[src/rtl/y86_pkg.sv]
// Shared Y-86 constants for the register-file write path: instruction codes,
// special register numbers, sequencer state encodings and the write-slot record.
package y86_pkg;

    localparam logic [3:0] I_CMOVQ  = 4'h2;
    localparam logic [3:0] I_IRMOVQ = 4'h3;
    localparam logic [3:0] I_MRMOVQ = 4'h5;
    localparam logic [3:0] I_OPQ    = 4'h6;
    localparam logic [3:0] I_CALL   = 4'h8;
    localparam logic [3:0] I_RET    = 4'h9;
    localparam logic [3:0] I_PUSHQ  = 4'hA;
    localparam logic [3:0] I_POPQ   = 4'hB;

    localparam logic [3:0] R_RSP  = 4'h4;
    localparam logic [3:0] R_NONE = 4'hF;

    typedef logic [1:0] state_t;

    localparam state_t ST_IDLE = 2'd0;
    localparam state_t ST_WR1  = 2'd1;
    localparam state_t ST_WR2  = 2'd2;
    localparam state_t ST_HOST = 2'd3;

    // valid already accounts for the "no register" address being suppressed
    typedef struct packed {
        logic       valid;
        logic [3:0] addr;
        logic       sel_valm;
    } wr_slot_t;

endpackage

[src/rtl/wb_dest_decode.sv]
// Combinational map from a write-back request to its first and second
// register-file write slots.
module wb_dest_decode
    import y86_pkg::*;
(
    input  logic [3:0] icode,
    input  logic [3:0] ra,
    input  logic [3:0] rb,
    input  logic       cond,
    output wr_slot_t   slot0,
    output wr_slot_t   slot1,
    output logic       two_writes
);

    always_comb begin
        slot0      = '0;
        slot1      = '0;
        two_writes = 1'b0;
        case (icode)
            I_CMOVQ: begin
                slot0.valid = cond;
                slot0.addr  = rb;
            end
            I_IRMOVQ, I_OPQ: begin
                slot0.valid = 1'b1;
                slot0.addr  = rb;
            end
            I_MRMOVQ: begin
                slot0.valid    = 1'b1;
                slot0.addr     = ra;
                slot0.sel_valm = 1'b1;
            end
            I_CALL, I_RET, I_PUSHQ: begin
                slot0.valid = 1'b1;
                slot0.addr  = R_RSP;
            end
            // %rsp first, then rA, so "popq %rsp" ends with the loaded value
            I_POPQ: begin
                slot0.valid    = 1'b1;
                slot0.addr     = R_RSP;
                slot1.valid    = 1'b1;
                slot1.addr     = ra;
                slot1.sel_valm = 1'b1;
                two_writes     = 1'b1;
            end
            default: begin
                slot0 = '0;
            end
        endcase
        if (slot0.addr == R_NONE) slot0.valid = 1'b0;
        if (slot1.addr == R_NONE) slot1.valid = 1'b0;
    end

endmodule

[src/rtl/regfile_write_sequencer.sv]
// Owns the single register-file write port: sequences write-back requests into
// 0-2 writes and arbitrates a host write port with a bounded-wait rule.
module regfile_write_sequencer
    import y86_pkg::*;
#(
    parameter int DATA_W        = 64,
    parameter int HOST_MAX_WAIT = 4
) (
    input  logic              clk,
    input  logic              rst,
    input  logic              wb_valid,
    output logic              wb_ready,
    input  logic [3:0]        icode,
    input  logic [3:0]        ra,
    input  logic [3:0]        rb,
    input  logic              cond,
    input  logic [DATA_W-1:0] valE,
    input  logic [DATA_W-1:0] valM,
    output logic              wb_done,
    input  logic              host_req,
    input  logic [3:0]        host_addr,
    input  logic [DATA_W-1:0] host_data,
    output logic              host_gnt,
    output logic              rf_we,
    output logic [3:0]        rf_addr,
    output logic [DATA_W-1:0] rf_data
);

    localparam int CNT_W = $clog2(HOST_MAX_WAIT + 1);
    localparam logic [CNT_W-1:0] MAX_CNT = CNT_W'(HOST_MAX_WAIT);

    state_t            state;
    logic [CNT_W-1:0]  starve_cnt;
    logic [3:0]        icode_q;
    logic [3:0]        ra_q;
    logic [3:0]        rb_q;
    logic              cond_q;
    logic [DATA_W-1:0] vale_q;
    logic [DATA_W-1:0] valm_q;
    logic [3:0]        host_addr_q;
    logic [DATA_W-1:0] host_data_q;

    logic     host_prio;
    logic     wb_accept;
    wr_slot_t slot0;
    wr_slot_t slot1;
    logic     two_writes;

    wb_dest_decode u_decode (
        .icode      (icode_q),
        .ra         (ra_q),
        .rb         (rb_q),
        .cond       (cond_q),
        .slot0      (slot0),
        .slot1      (slot1),
        .two_writes (two_writes)
    );

    // A starved host blocks write-back for one IDLE cycle and is granted instead
    always_comb begin
        host_prio = host_req && (starve_cnt == MAX_CNT);
        wb_ready  = !rst && (state == ST_IDLE) && !host_prio;
        wb_accept = wb_valid && wb_ready;
        host_gnt  = !rst && (state == ST_IDLE) && host_req && !wb_accept;
    end

    always_ff @(posedge clk or posedge rst) begin
        if (rst) begin
            state       <= ST_IDLE;
            starve_cnt  <= '0;
            icode_q     <= '0;
            ra_q        <= '0;
            rb_q        <= '0;
            cond_q      <= 1'b0;
            vale_q      <= '0;
            valm_q      <= '0;
            host_addr_q <= '0;
            host_data_q <= '0;
        end else begin
            if (!host_req || host_gnt) begin
                starve_cnt <= '0;
            end else if (starve_cnt != MAX_CNT) begin
                starve_cnt <= starve_cnt + 1'b1;
            end

            case (state)
                ST_IDLE: begin
                    if (wb_accept) begin
                        icode_q <= icode;
                        ra_q    <= ra;
                        rb_q    <= rb;
                        cond_q  <= cond;
                        vale_q  <= valE;
                        valm_q  <= valM;
                        state   <= ST_WR1;
                    end else if (host_gnt) begin
                        host_addr_q <= host_addr;
                        host_data_q <= host_data;
                        state       <= ST_HOST;
                    end
                end
                ST_WR1:  state <= two_writes ? ST_WR2 : ST_IDLE;
                ST_WR2:  state <= ST_IDLE;
                default: state <= ST_IDLE;
            endcase
        end
    end

    // Write port driven purely from registered state and latched fields
    always_comb begin
        rf_we   = 1'b0;
        rf_addr = '0;
        rf_data = '0;
        wb_done = 1'b0;
        case (state)
            ST_WR1: begin
                wb_done = !two_writes;
                if (slot0.valid) begin
                    rf_we   = 1'b1;
                    rf_addr = slot0.addr;
                    rf_data = slot0.sel_valm ? valm_q : vale_q;
                end
            end
            ST_WR2: begin
                wb_done = 1'b1;
                if (slot1.valid) begin
                    rf_we   = 1'b1;
                    rf_addr = slot1.addr;
                    rf_data = slot1.sel_valm ? valm_q : vale_q;
                end
            end
            ST_HOST: begin
                if (host_addr_q != R_NONE) begin
                    rf_we   = 1'b1;
                    rf_addr = host_addr_q;
                    rf_data = host_data_q;
                end
            end
            default: begin
                rf_we = 1'b0;
            end
        endcase
    end

endmodule

[config.mk]
export PLATFORM = sky130hd
export DESIGN_NAME = regfile_write_sequencer
export DESIGN_NICKNAME = d
export VERILOG_FILES = /design/src/rtl/y86_pkg.sv /design/src/rtl/wb_dest_decode.sv /design/src/rtl/regfile_write_sequencer.sv
export SDC_FILE = /design/constraint.sdc
export NUM_CORES = 1
export LEC_CHECK = 0
export CORE_UTILIZATION = 40
export CTS_BUF_LIST = sky130_fd_sc_hd__clkbuf_16
export CTS_CLUSTER_SIZE = 25
export DETAILED_ROUTE_END_ITERATION = 7
export GPL_TIMING_DRIVEN = 0
export PLACE_DENSITY = 0.76
export RECOVER_POWER = 25
export SYNTH_ARGS = -nofsm -noshare
export SYNTH_HDL_FRONTEND = slang
export SYNTH_SLANG_ARGS = --single-unit
[constraint.sdc]
create_clock -name clk -period 9.8 [get_ports clk]
set_clock_uncertainty 0.1 [all_clocks]
set_input_delay 2.45 -clock clk [delete_from_list [all_inputs] [get_ports clk]]
set_output_delay 2.45 -clock clk [all_outputs]
set_load 0.005 [all_outputs]
==> results of run 1 <==
## worst max-delay path, cell delays in order
cell and delay, ps:
dlygate4sd3_1 590, nor2b_1 210, o211a_1 180, clkbuf_1 320
buf_2 390, clkdlybuf4s50_1 560
## layout by cell type, fill, tap and decap left out, types with 5 or more instances in the layout
cell type        instances
a22oi_1                 69
buf_2                   32
clkbuf_1                37
clkbuf_16               25
clkdlybuf4s50_1        282
clkinv_1                 5
clkinv_2                 5
dfrtp_1                214
ha_1                     7
inv_1                   11
mux2_1                 147
mux2_2                  62
mux2i_1                 65
nand2_1                  5
nor2_1                   7
o32ai_1                 68
## metal layers
metal,GRT usage,part of all wire
met1,0.321,0.42
met2,0.397,0.47
met3,0.0531,0.071
met4,0.0888,0.034
met5,0,0
## logic make-up after synthesis
logic type	after synthesis
multiplexers	274
flip-flops	214
AO/OA/AOI/OAI	152
adder cells (fa/ha/maj)	7
AND/OR/NAND/NOR	38
buffers and inverters	79
XOR/XNOR	1
## stage by stage
stage | utilization | cells
floorplan | - | 765
global placement | 0.536 | 1379
detailed placement | 0.538 | 1380
CTS | 0.567 | 1422
global route | 0.567 | 1423
finish | 0.567 | 1423
## state kept, by name, summed over array words and instances (netlist names)
register and count:
host_addr_q 4, vale_q 64, cond_q 1, icode_q 4, starve_cnt 3, rb_q 4
ra_q 4, valm_q 64, state 2, host_data_q 64
## power breakdown
part / switching [W] / leakage (nW) / internal [W]
combinational: 0.000637 / 2.62 / 0.000744
sequential: 0.000293 / 2.54 / 0.00133
clock: 0.000359 / 0.376 / 0.000484
total: 0.00129 / 5.54 / 0.00256
## layout make-up
type                            count  area (sq um)  area share
Antenna cell                        1          2.50    0.000175
Buffer                             71           322      0.0225
Clock buffer                       25           626      0.0439
Clock inverter                     17           100     0.00702
Inverter                            8          31.3     0.00219
Multi-Input combinational cell    472          4550       0.319
Sequential cell                   214          5360       0.375
Tap cell                          330           413      0.0289
Timing Repair Buffer              285          2870       0.201
## worst paths after layout
kind                                 startpoint         endpoint  slack, ps  cells past startpoint
worst max-delay path                        rst         host_gnt       2540                      6
worst min-delay path            host_data_q[48]  host_data_q[48]        380                      1
worst max register to register         state[1]       valm_q[58]       7010                      7
worst min register to register  host_data_q[48]  host_data_q[48]        380                      1
max in group asynchronous                   rst       vale_q[13]       4210                      2
min in group asynchronous                   rst   host_addr_q[1]       3560                      2
==> run summary, run 1 <==
status: finished, violations left
violated checks: max-capacitance violations, max-slew violations
main combinational cell family by area after synthesis: multiplexers
Peak VDD IR: 0.136 mV
worst slack, placed: 2520 ps
Top Ports: 285
Setup Viol. Count Final: 0
CP endpoint kind: primary output
critical-path maximum fanout: 10
post-synthesis average cell area: 13.4 sq um
drt wl/cell: 22.7 um
DRT antenna net count: 0
Hold Crit Class: flop to flop
hold_ws: 384 ps
Fillers: 2,106
Rows: 58
Finished Cell Area: 14,300 sq um
CTS clk-pin slew, worst paths: 50 ps
Cell Pwr Density: 270 nW/um^2
Vias: 8,028
Gate Count Post-Synth: 765
chip width: 162 um
Final Hold Viols: 0
Post-Synth XOR/XNOR Area: 0.000854
setup TNS: 0 ps
most area-hungry cell type in the Yosys netlist: dfrtp_1
worst slew pin tran: 4060 ps
Setup CP Type: primary input to primary output
relative slew slack: -1.72
Initial DRC Count: 510
CORE AREA: 25,200 sq um
RD Place Congestion: 0.818
most frequent cell after synthesis: dfrtp_1
drt first pass iters: 5
Tot GR Track Use: 0.244
worst setup margin: 2540 ps
TritonCTS clock tree: yes
largest net degree at the start of global routing: 129
clock tree buffer depth: 3
Nets: 1,297
Starting Density: 0.407
total grt overflow: 0
EDFF count, synth: 0
postcts setup bufs: 0
post-synth top area share: 0.522
Worst EP required: 7250 ps
share of cells above drive strength 1: 0.122
placed cell areas: 13,500 sq um
post-synthesis sequential area ratio: 0.522
CP Launch Type: primary input
Max Freq: 138 MHz
vias in the first global route: 8,340
Primary FF master, synth: dfrtp_1
Area growth syn-to-layout: 39.1%
H-tree depth: 1
Final Total Pwr: 0.00385 W
first-pass GRT wire length: 48,800 um
simple-gate share of the synthesized area: 0.0222
final worst path period share: 0.741
DRC errors left: 0
Final HPWL DP: 22,800 um
multiplexer share of the synthesized area: 0.293
clock period minus worst slack: 7260 ps
PortBufs: 284
Maximum Capacitance Violations: 1
ys async rst share: 1.00
post_cts resized: 0
DIE AREA: 26,300 sq um
Post-Syn Area: 10,300 sq um
RSZ-0062 raised after global routing: false
DRT Wirelength: 32,400 um
vias per cell: 5.64
initial antenna violation count: 1
Slew Viols, Final: 88
Worst-Skew Late Latency: 520 ps
root buffer cell: clkbuf_16
Syn Nets: 985
clock sinks: 214
hold_buf cts: 0
Worst EP arrival: 4710 ps
Post-synth top cells: 214 x dfrtp_1, 147 x mux2_1, 69 x a22oi_1
Yosys Warn Count: 0
Synth Area in Compound Gates: 0.119
P_leak: 5.54 nW
top area cells in the synthesized netlist: dfrtp_1 52%, mux2_1 16%, mux2_2 6.8%
Post-Synth Adder-Cell Area: 0.00854
synth unique cells: 37
register bit count reported by yosys: 214
die height: 162 um
total CTS buffers: 25
Note: power is estimated with default switching activity, not from simulation.
==> run 2, diff against run 1 <==
- clock period: 9.8 -> 6.8 ns (I/O delays scaled with it)
==> run 2 against run 1 <==
The run still ends with max-capacitance violations, max-slew violations left. Register-to-register slack got worse by 3100 ps. Largest power group unchanged. Utilization increased by 0.17 points. Combinational power increased by 44%. Routed wire length decreased by 0.36%.
==> run summary, run 2 (synthesis gave the netlist of run 1 again) <==
status: finished, violations left
violated checks: max-capacitance violations, max-slew violations
setup TNS: 0 ps (unchanged)
most common cell after layout, fill and taps aside: clkdlybuf4s50_1
critical-path maximum fanout: 10 (unchanged)
CP endpoint kind: primary output
Setup Viol. Count Final: 0 (unchanged)
CORE AREA: 25,200 sq um (unchanged)
clock period minus worst slack: 5810 ps
Nets: 1,302 (+0.39%)
largest net degree at the start of global routing: 42 (-67%)
P_leak: 5.56 nW (+0.47%)
clock tree buffer depth: 3 (unchanged)
share of cells above drive strength 1: 0.123 (+0.000932)
Hold Crit Class: flop to flop
CTS clk-pin slew, worst paths: 60 ps (about the same)
Starting Density: 0.407 (unchanged)
DRT antenna net count: 0 (unchanged)
postcts setup bufs: 0 (unchanged)
DR top layer: met4
final worst path period share: 0.855
Vias: 8,080 (+0.65%)
Tot GR Track Use: 0.246 (+0.00196)
post_cts resized: 0 (unchanged)
placed cell areas: 13,600 sq um (+0.66%)
CP Launch Type: primary input
slowest CP cell: dlygate4sd3_1
root buffer cell: clkbuf_16
hold_buf cts: 0 (unchanged)
first-pass GRT wire length: 49,500 um (+1.4%)
worst-path cell chain: dlygate4sd3_1 -> nor2b_1 -> o211a_1 -> clkbuf_1 -> buf_2 -> clkdlybuf4s50_1
Peak VDD IR: 0.173 mV (+28%)
Slew Viols, Final: 141 (+60%)
hold_ws: 385 ps (+1.05 ps)
H-tree depth: 1 (unchanged)
Area growth syn-to-layout: 39.6%
clock sinks: 214 (unchanged)
DRC errors left: 0 (unchanged)
total CTS buffers: 25 (unchanged)
initial antenna violation count: 1 (unchanged)
Top Ports: 285 (unchanged)
RD Place Congestion: 0.825 (+0.86%)
Finished Cell Area: 14,300 sq um (+0.31%)
total grt overflow: 0 (unchanged)
worst slew pin tran: 2130 ps (-1930 ps)
Fillers: 2,108 (+0.095%)
most frequent cells in the layout: 283 x clkdlybuf4s50_1, 214 x dfrtp_1, 147 x mux2_1
RSZ-0062 raised after global routing: false
Final Hold Viols: 0 (unchanged)
TritonCTS clock tree: yes
Cell Pwr Density: 388 nW/um^2 (+44%)
drt wl/cell: 22.5 um (-0.92%)
chip width: 162 um (unchanged)
Worst-Skew Late Latency: 520 ps (about the same)
Setup CP Type: primary input to primary output
die height: 162 um (unchanged)
Final HPWL DP: 23,100 um (+1.4%)
met3 wire length: 2190 um (-4.9%)
drt first pass iters: 5 (unchanged)
Met2 Wirelength: 15,400 um (+0.27%)
Maximum Capacitance Violations: 4 (+3)
Initial DRC Count: 531 (+4.1%)
relative slew slack: -0.423 (+1.30)
DRT Wirelength: 32,200 um (-0.36%)
DIE AREA: 26,300 sq um (unchanged)
vias per cell: 5.65 (about the same)
WL met1: 13,500 um (-1.1%)
Max Freq: 172 MHz
Largest regs: host_data_q x64, vale_q x64, valm_q x64
vias in the first global route: 8,552 (+2.5%)
Worst EP arrival: 4010 ps (-700 ps)
Rows: 58 (unchanged)
Worst EP required: 5000 ps (-2250 ps)
CP max stage delay: 620 ps (+30 ps)
PortBufs: 284 (unchanged)
run 2: worst paths after layout:
kind                                  from              end  slack (ps)  cells past startpoint
max                                    rst         host_gnt         990                      6
min                        host_data_q[52]  host_data_q[52]         380                      1
max reg2reg                       state[1]        vale_q[3]        3960                      7
min reg2reg                host_data_q[52]  host_data_q[52]         380                      1
max in group asynchronous              rst       valm_q[39]        1460                      4
min in group asynchronous              rst       valm_q[56]        2430                      3
run 2: area by class of cell:
class,count,area [sq um],area share
timing repair buffer,290,2900,0.203
tap,330,413,0.0289
inverter,8,33.8,0.00236
antenna,1,2.50,0.000175
clock buffer,25,626,0.0437
multi-input combinational,472,4550,0.318
sequential,214,5360,0.374
buffer,71,322,0.0225
clock inverter,20,114,0.00796
run 2: stage by stage:
stage,std cells,util,setup WS (ps),power (W)
2_1_floorplan,765,-,1350,0.00348
5_1_grt,1431,0.568,760,0.00589
3_3_place_gp,1379,0.537,-750,0.00425
4_1_cts,1430,0.571,1080,0.00558
6_report,1431,0.568,986,0.00555
3_5_place_dp,1385,0.541,1090,0.00434
run 2: worst max-delay path: cells and delay by family:
family	cells	cell delay, ps
compound gates	1	170
buf+inv	4	1910
simple gates	1	220
run 2: where the power goes:
part	switching (W)	internal, W
combinational	0.000912	0.00107
clock	0.000525	0.000701
sequential	0.000421	0.00192
total	0.00186	0.00370
run 2: metal layers:
metal  GRT usage  up-vias
met1       0.319     4124
met2       0.399      300
li1            -     3584
met5           0        -
met3      0.0554       72
met4      0.0991        0
==> run 3, diff against run 2 <==
- DONT_BUFFER_PORTS: unset -> 1
- PLACE_DENSITY: 0.76 -> 0.61
==> run 3 against run 2 <==
Critical endpoint is now vale_q[57]. Flip-flop and latch count stayed put. Final area is 19% lower. The run still ends with max-capacitance violations, max-slew violations left. Global-route usage is 1.6 points lower. Clock power is 3% higher. Non-clock buffer count is 284 lower. Total power is 5.8% lower.
==> run summary, run 3 (synthesis gave the netlist of run 1 again) <==
most frequent cells in the layout: 214 x dfrtp_1, 147 x mux2_1, 69 x a22oi_1
post_cts resized: 0 (unchanged)
hold_ws: 383 ps (-2.00 ps)
RD Place Congestion: 0.805 (-2.4%)
vias in the first global route: 7,143 (-16%)
chip width: 162 um (unchanged)
first-pass GRT wire length: 45,400 um (-8.4%)
worst slack, placed: 2180 ps (+1090 ps)
Finished Cell Area: 11,500 sq um (-19%)
DRC errors left: 0 (unchanged)
setup TNS: 0 ps (unchanged)
clock sinks: 214 (unchanged)
CP Launch Type: primary input
worst slew pin tran: 2340 ps (+202 ps)
clock period minus worst slack: 5130 ps (-688 ps)
Peak VDD IR: 0.216 mV (+25%)
Vias: 6,899 (-15%)
Hold Path Stages: 1 (unchanged)
Rows: 58 (unchanged)
CP endpoint kind: async pin
share of power burned in registers: 0.445 (+0.023)
R2R setup slack: 4000 ps (+40 ps)
beginning of the worst hold path: host_data_q[44]
placed cell areas: 10,800 sq um (-21%)
root buffer cell: clkbuf_16
Worst EP required: 6850 ps (+1850 ps)
internal power: 0.00344 W (-7.0%)
Initial DRC Count: 410 (-23%)
clock share of power: 0.243 (+0.022)
postcts setup bufs: 0 (unchanged)
Final Hold Viols: 0 (unchanged)
most common cell after layout, fill and taps aside: dfrtp_1
Setup Viol. Count Final: 0 (unchanged)
Final HPWL DP: 21,800 um (-5.7%)
CORE AREA: 25,200 sq um (unchanged)
drt wl/cell: 26.3 um (+17%)
CTS clk-pin slew, worst paths: 50 ps (about the same)
P_leak: 4.51 nW (-19%)
R2R depth: 7 (unchanged)
RSZ-0062 raised after global routing: false
Crit. Startpoint: rst
die height: 162 um (unchanged)
Comb pwr share: 0.312 (-0.046)
worst r2r src: state[0]
DRT Wirelength: 30,500 um (-5.5%)
worst setup margin: 1670 ps (+688 ps)
critical-path maximum fanout: 39 (+29)
share of cells above drive strength 1: 0.164 (+0.0415)
Worst-Skew Late Latency: 520 ps (about the same)
clock tree buffer depth: 3 (unchanged)
Starting Density: 0.407 (unchanged)
Maximum Capacitance Violations: 3 (-1)
TritonCTS clock tree: yes
status: finished, violations left
Max Freq: 195 MHz (+13%)
Tot GR Track Use: 0.231 (-0.0156)
hold_buf cts: 0 (unchanged)
Post-Layout Cell Count: 1,158 (-19%)
final worst path period share: 0.754 (-0.101)
Worst EP arrival: 5180 ps (+1170 ps)
initial antenna violation count: 12 (+11)
Cell Pwr Density: 453 nW/um^2 (+17%)
Reg2Reg Capture Point: valm_q[24]
Largest regs: host_data_q x64, vale_q x64, valm_q x64
Hold Crit Class: flop to flop
H-tree depth: 1 (unchanged)
largest net degree at the start of global routing: 41 (-2.4%)
Placed Instances: 1,101 (-21%)
DIE AREA: 26,300 sq um (unchanged)
PortBufs: 0 (-100%)
Hold Path Sink: host_data_q[44]
Setup CP Type: primary input to async pin
Sw Ratio: 0.343 (+0.00839)
drt first pass iters: 5 (unchanged)
violated checks: max-capacitance violations, max-slew violations
relative slew slack: -0.557 (-0.135)
total CTS buffers: 25 (unchanged)
Nets: 1,018 (-22%)
total grt overflow: 0 (unchanged)
Area growth syn-to-layout: 12.6%
Top Ports: 285 (unchanged)
Slew Viols, Final: 117 (-17%)
reported net switching power: 0.00179 W (-3.5%)
vias per cell: 5.96 (+5.5%)
DRT antenna net count: 0 (unchanged)
## run 3: layout make-up
| cell class | instances | area, sq um |
|---|---|---|
| fillers | 2304 | 13600 |
| flip-flops and latches | 214 | 5360 |
| multi-input cells | 472 | 4550 |
| clock buffers | 25 | 626 |
| well taps | 330 | 413 |
| plain buffers | 71 | 322 |
| clock inverters | 20 | 139 |
| repair buffers | 6 | 78.8 |
| inverters | 8 | 31.3 |
| diodes | 12 | 30.0 |
## run 3: routing by layer
layer	vias up	global-route usage	wire [um]
li1	3037	-	-
met1	3549	0.291	12400
met2	262	0.387	14900
met3	47	0.0633	2430
met4	4	0.0656	643
met5	-	0	19
## run 3: power by group through the flow
stage                     clock (W)  combinational [W]  sequential (W)
after floorplan                   0            0.00128         0.00220
after global placement            0            0.00160         0.00233
after detailed placement          0            0.00166         0.00234
after CTS                   0.00130            0.00166         0.00232
after global routing        0.00135            0.00180         0.00242
final                       0.00127            0.00163         0.00233
## run 3: critical path: stages
cell and delay [ps]:
clkinvlp_2 150, clkbuf_1 1540, clkbuf_1 1760
## run 3: worst max-delay path by stage
stage / slack [ps] / cells past startpoint / endpoint
after global routing: 930 / 3 / host_data_q[57]
after detailed placement: 2180 / 4 / host_gnt
after floorplan: 1350 / 3 / state[1]
final: 1670 / 3 / vale_q[57]
after global placement: -100 / 3 / state[1]
after CTS: 1620 / 7 / rf_data[20]
## run 3: stage by stage
| step | util | power, W |
|---|---|---|
| floorplan | - | 0.00348 |
| global placement | 0.424 | 0.00393 |
| detailed placement | 0.429 | 0.00400 |
| CTS | 0.459 | 0.00529 |
| global route | 0.458 | 0.00556 |
| finish | 0.458 | 0.00523 |
==> RTL edit 1: new RTL, flow settings as in run 2 <==
Set the parameter `HOST_MAX_WAIT` to 8 (it was 4).
--- a/src/rtl/regfile_write_sequencer.sv
+++ b/src/rtl/regfile_write_sequencer.sv
@@ -4,7 +4,7 @@
     import y86_pkg::*;
 #(
     parameter int DATA_W        = 64,
-    parameter int HOST_MAX_WAIT = 4
+    parameter int HOST_MAX_WAIT = 8
 ) (
     input  logic              clk,
     input  logic              rst,
Formal check against the unedited RTL: no difference found for any inputs over 4 cycles, from zero or initial values and one cycle with rst high; that may be too few to reach the edited logic, so the function may still have changed.
==> RTL edit 1 against run 2 <==
The run still ends with max-capacitance violations, max-slew violations left; worst setup slack gained 0.013 ns; wire length increased by 3.5%; via count about the same; power shrank 0.15%; design area up 0.87%; synthesized area is 0.74% higher; sequential cell count grew 1; hold slack got worse by 0.0019 ns.
==> RTL edit 1: results (changes against run 2) <==
| Metric | Value |
|---|---|
| Run status | `finished, violations left` |
| Failing checks | `max-capacitance violations, max-slew violations` |
| Layout Cells excl Fill | `1430 (-0.070%)` |
| Max-slew violation count | `179 (+27%)` |
| Worst slack, placed | `1.089 ns (-0.005950 ns)` |
| YS warnings | `0 (unchanged)` |
| Clk buf depth | `3 (unchanged)` |
| CTS resizes | `0 (unchanged)` |
| Post-synthesis xor/xnor area fraction | `0.2544% (+0.17 points)` |
| Top flop regs | `host_data_q x64, vale_q x64, valm_q x64` |
| WL final | `33390 um (+3.5%)` |
| FF-to-FF End | `valm_q[25]$_DFFE_PP0P_` |
| # fillers | `2136 (+1.3%)` |
| Syn Nets | `986 (+0.10%)` |
| Tot GR Track Use | `25.43% (+0.79 points)` |
| Synth Area in Adders | `0.8479% (-0.0063 points)` |
| Largest family of logic cells by synthesized area | `multiplexers` |
| Max Cap Viol | `5 (+1)` |
| Max VDD drop | `0.0002053 V (+18%)` |
| Number of global-route vias before repair | `8848 (+3.5%)` |
| Post-DP HPWL | `24050 um (+3.9%)` |
| Post-synth ARST share | `100.0% (unchanged)` |
| Iter 0 DRT Violations | `412 (-22%)` |
| Most frequent cells after synthesis | `dfrtp_1, mux2_1, a22oi_1` |
| Worst-path fanout max | `10 (unchanged)` |
| Worst Path Arrival | `4.00 ns (about the same)` |
| Initial antenna violation count | `2 (+1)` |
| Largest net degree at the start of global routing | `41 (-2.4%)` |
| CP peak stage delay | `0.66 ns (+0.04 ns)` |
| CP startpoint | `rst` |
| Total number of vias | `8084 (+0.050%)` |
| Slew @ Worst Pin | `2.152 ns (+0.01819 ns)` |
| Nets | `1303 (+0.077%)` |
| Total internal power | `3.722 mW (+0.70%)` |
| Top cells by area, synth | `dfrtp_1, mux2_1, mux2i_1, o32ai_1, a22oi_1` |
| Hold Startpoint | `host_data_q[46]$_DFFE_PP0P_` |
| Mux contribution to synthesized area | `28.98% (-0.31 points)` |
| H-tree lvl count | `1 (unchanged)` |
| Post-route minimum period | `5.802 ns (-0.01258 ns)` |
| Leakage | `5.621 nW (+1.1%)` |
| Mapped Cells | `766 (+0.13%)` |
| Synth Area in Compound Gates | `12.25% (+0.36 points)` |
| Clk_lat worst skew | `0.51 ns` |
| Worst-path clk slew | `0.05 ns` |
| Count of cell types in the netlist | `41 (+11%)` |
| Post-synth top flop | `dfrtp_1` |
| Crit-path slowest cell | `a2111oi_4` |
| Fin Hold WS | `0.3830 ns (-0.001914 ns)` |
| Layout cells sized above 1 | `7.188% (-5.1 points)` |
| Initial DRT Pass Iterations | `5 (unchanged)` |
| Fin util | `57.15% (+0.33 points)` |
| Setup bufs post-CTS | `0 (unchanged)` |
| Gpl congestion | `0.8195 (-0.63%)` |
| Global-route wire length before repair | `51010 um (+3.1%)` |
| Placement Cell Area | `0.01371 mm^2 (+0.56%)` |
| R2R Path Start | `starve_cnt[0]$_DFFE_PP0P_` |
| R2R Setup Slk | `3.96 ns (about the same)` |
| Register area share after synthesis | `52.08% (-0.14 points)` |
RTL edit 1: routing by layer:
metal | up-vias | global-route usage, % | routed length (um)
li1 | 3580 | - | -
met1 | 4148 | 32.88 | 14240
met2 | 287 | 41.47 | 15670
met3 | 69 | 5.449 | 2195
met4 | 0 | 10.15 | 1282
met5 | - | 0 | 0
RTL edit 1: power by group through the flow:
stage	Sequential, mW	Clock (mW)	Combinational (mW)
floorplan	2.21	0	1.18
global placement	2.33	0	1.81
detailed placement	2.36	0	1.87
CTS	2.34	1.36	1.89
global route	2.43	1.41	2.03
finish	2.35	1.33	1.86
RTL edit 1: kinds of logic after synthesis:
family / count (synthesis)
flops: 215
mux: 273
xor+xnor: 3
compound gates: 155
fa+ha+maj: 7
buf+inv: 79
simple gates: 34
RTL edit 1: worst min path at each step:
stage | to | depth (start not counted)
floorplan | rb_q[2]$_DFFE_PP0P_ | 1
global placement | host_data_q[2]$_DFFE_PP0P_ | 1
detailed placement | host_data_q[20]$_DFFE_PP0P_ | 1
CTS | host_data_q[46]$_DFFE_PP0P_ | 1
global route | host_data_q[22]$_DFFE_PP0P_ | 1
finish | host_data_q[46]$_DFFE_PP0P_ | 1
RTL edit 1: final cells by class:
type	count	share of cell area [%]
plain buffers	70	2.341
diodes	1	0.01734
repair buffers	290	19.96
flip-flops and latches	215	37.27
inverters	9	0.2427
multi-input cells	472	31.72
clock buffers	25	4.334
well taps	330	2.861
clock inverters	18	1.248
RTL edit 1: worst max-delay path: cells and delay by family:
family          cells  cell delay [ns]
compound gates      1             0.66
buf+inv             3             1.62
==> RTL edit 2: new RTL, settings of run 2 <==
Without the edit above. Make the reset (`rst`) synchronous in one clocked block.
--- a/src/rtl/regfile_write_sequencer.sv
+++ b/src/rtl/regfile_write_sequencer.sv
@@ -64,7 +64,7 @@
         host_gnt  = !rst && (state == ST_IDLE) && host_req && !wb_accept;
     end
 
-    always_ff @(posedge clk or posedge rst) begin
+    always_ff @(posedge clk) begin
         if (rst) begin
             state       <= ST_IDLE;
             starve_cnt  <= '0;
Function: differs if rst is asserted again (counterexample within 4 cycles, from zero or initial values and one cycle with rst high); with rst held inactive, the same outputs for 4 cycles.
==> RTL edit 2 against run 2 <==
Worst setup slack got worse by 0.67 ns; critical path depth increased by 1; design area decreased by 5.5%; synthesized area decreased by 6.6%; non-clock buffer count increased by 33; wire length increased by 10%; sequential cell count unchanged; critical endpoint unchanged; highest routed layer unchanged.
Power is not compared: it rests on default switching activity, and its combinational part moved more than twofold at a synthesized area within 25%.
==> RTL edit 2: results (changes against run 2) <==
| Metric | Value |
|---|---|
| Slew HR | `32.04% (+74 points)` |
| Worst slack, placed | `0.4008 ns (-0.6938 ns)` |
| Top cells by area, synth | `dfxtp_1, nand2_1, a21oi_1, mux2i_1, a22oi_1` |
| Global-route wire length before repair | `53500 um (+8.1%)` |
| Post-DP HPWL | `25960 um (+12%)` |
| Largest net degree at the start of global routing | `14 (-67%)` |
| GR Util met1 | `35.59% (+3.7 points)` |
| Met3 usage | `5.317% (-0.22 points)` |
| # diodes | `0 (-1)` |
| Clk_lat worst skew | `0.50 ns (-0.02 ns)` |
| IO Port Bufs | `284 (unchanged)` |
| R2R Path Start | `starve_cnt[0]$_SDFFE_PP0P_` |
| Average vias per placed instance | `5.412 (-4.2%)` |
| Mean Syn Cell Area | `7.853 um^2 (-41%)` |
| Total number of vias | `10090 (+25%)` |
| Post-synth top flop | `dfxtp_1` |
| CP startpoint | `rst` |
| Layout cells sized above 1 | `4.466% (-7.8 points)` |
| Iter 0 DRT Violations | `707 (+33%)` |
| Hold Startpoint | `vale_q[33]$_SDFFE_PP0P_` |
| Run status | `finished clean` |
| Met2 GRT Util | `48.83% (+8.9 points)` |
| Register area share after synthesis | `44.72% (-7.5 points)` |
| Initial antenna violation count | `0 (-1)` |
| Syn Nets | `1440 (+46%)` |
| Gpl congestion | `0.9208 (+12%)` |
| Most frequent cells after synthesis | `nand2_1, dfxtp_1, a21oi_1` |
| Number of global-route vias before repair | `9796 (+15%)` |
| DR WL/cell | `19.04 um (-16%)` |
| Count of cell types in the netlist | `39 (+5.4%)` |
| Tot GR Track Use | `28.38% (+3.7 points)` |
| Total CTS buffers | `23 (-8.0%)` |
| Post-synth ARST share | `0% (-100 points)` |
| Nets | `1749 (+34%)` |
RTL edit 2: per-stage QoR:
step	area (um^2)	power (mW)
floorplan	9580	1.657
global placement	12820	1.913
detailed placement	12820	1.925
CTS	13530	3.113
global route	13530	3.231
finish	13530	3.110
RTL edit 2: logic make-up after synthesis:
| family | after synthesis | share of synthesized area (%) |
|---|---|---|
| compound gates | 365 | 22.24 |
| buf+inv | 117 | 5.146 |
| simple gates | 452 | 20.20 |
| xor+xnor | 1 | 0.09144 |
| flops | 214 | 44.72 |
| mux | 64 | 6.687 |
| fa+ha+maj | 7 | 0.9142 |
RTL edit 2: worst max-delay path, stage by stage:
cell and delay [ns]:
dlygate4sd3_1 0.69, nand2b_1 0.26, a211oi_2 0.86, nor3_1 0.13
buf_2 0.27, clkbuf_1 0.26, clkdlybuf4s50_1 0.51
RTL edit 2: final timing paths:
kind                             end  slack [ns]  cells past startpoint
max                         host_gnt        0.31                      7
max reg2reg  valm_q[14]$_SDFFE_PP0P_        3.45                      9
min          vale_q[33]$_SDFFE_PP0P_        0.35                      2
min reg2reg  vale_q[33]$_SDFFE_PP0P_        0.35                      2
RTL edit 2: layout make-up:
cell class / count / area [um^2]
fillers: 2138 / 9943
inverters: 7 / 26.28
clock inverters: 18 / 133.9
clock buffers: 23 / 575.6
well taps: 319 / 399.1
plain buffers: 110 / 464.2
multi-input cells: 889 / 4803
repair buffers: 284 / 2843
flip-flops and latches: 214 / 4284
RTL edit 2: power groups by stage:
stage | clock [mW] | combinational (mW) | sequential, mW
floorplan | 0 | 0.245 | 1.41
finish | 1.20 | 0.500 | 1.41
global route | 1.27 | 0.543 | 1.41
detailed placement | 0 | 0.493 | 1.43
CTS | 1.21 | 0.497 | 1.40
global placement | 0 | 0.485 | 1.43
RTL edit 2: per-layer routing:
layer	part of all wire, %	vias to the layer above
li1	-	4823
met1	41	4710
met2	47	483
met3	8.6	72
met4	2.8	0
met5	0	-
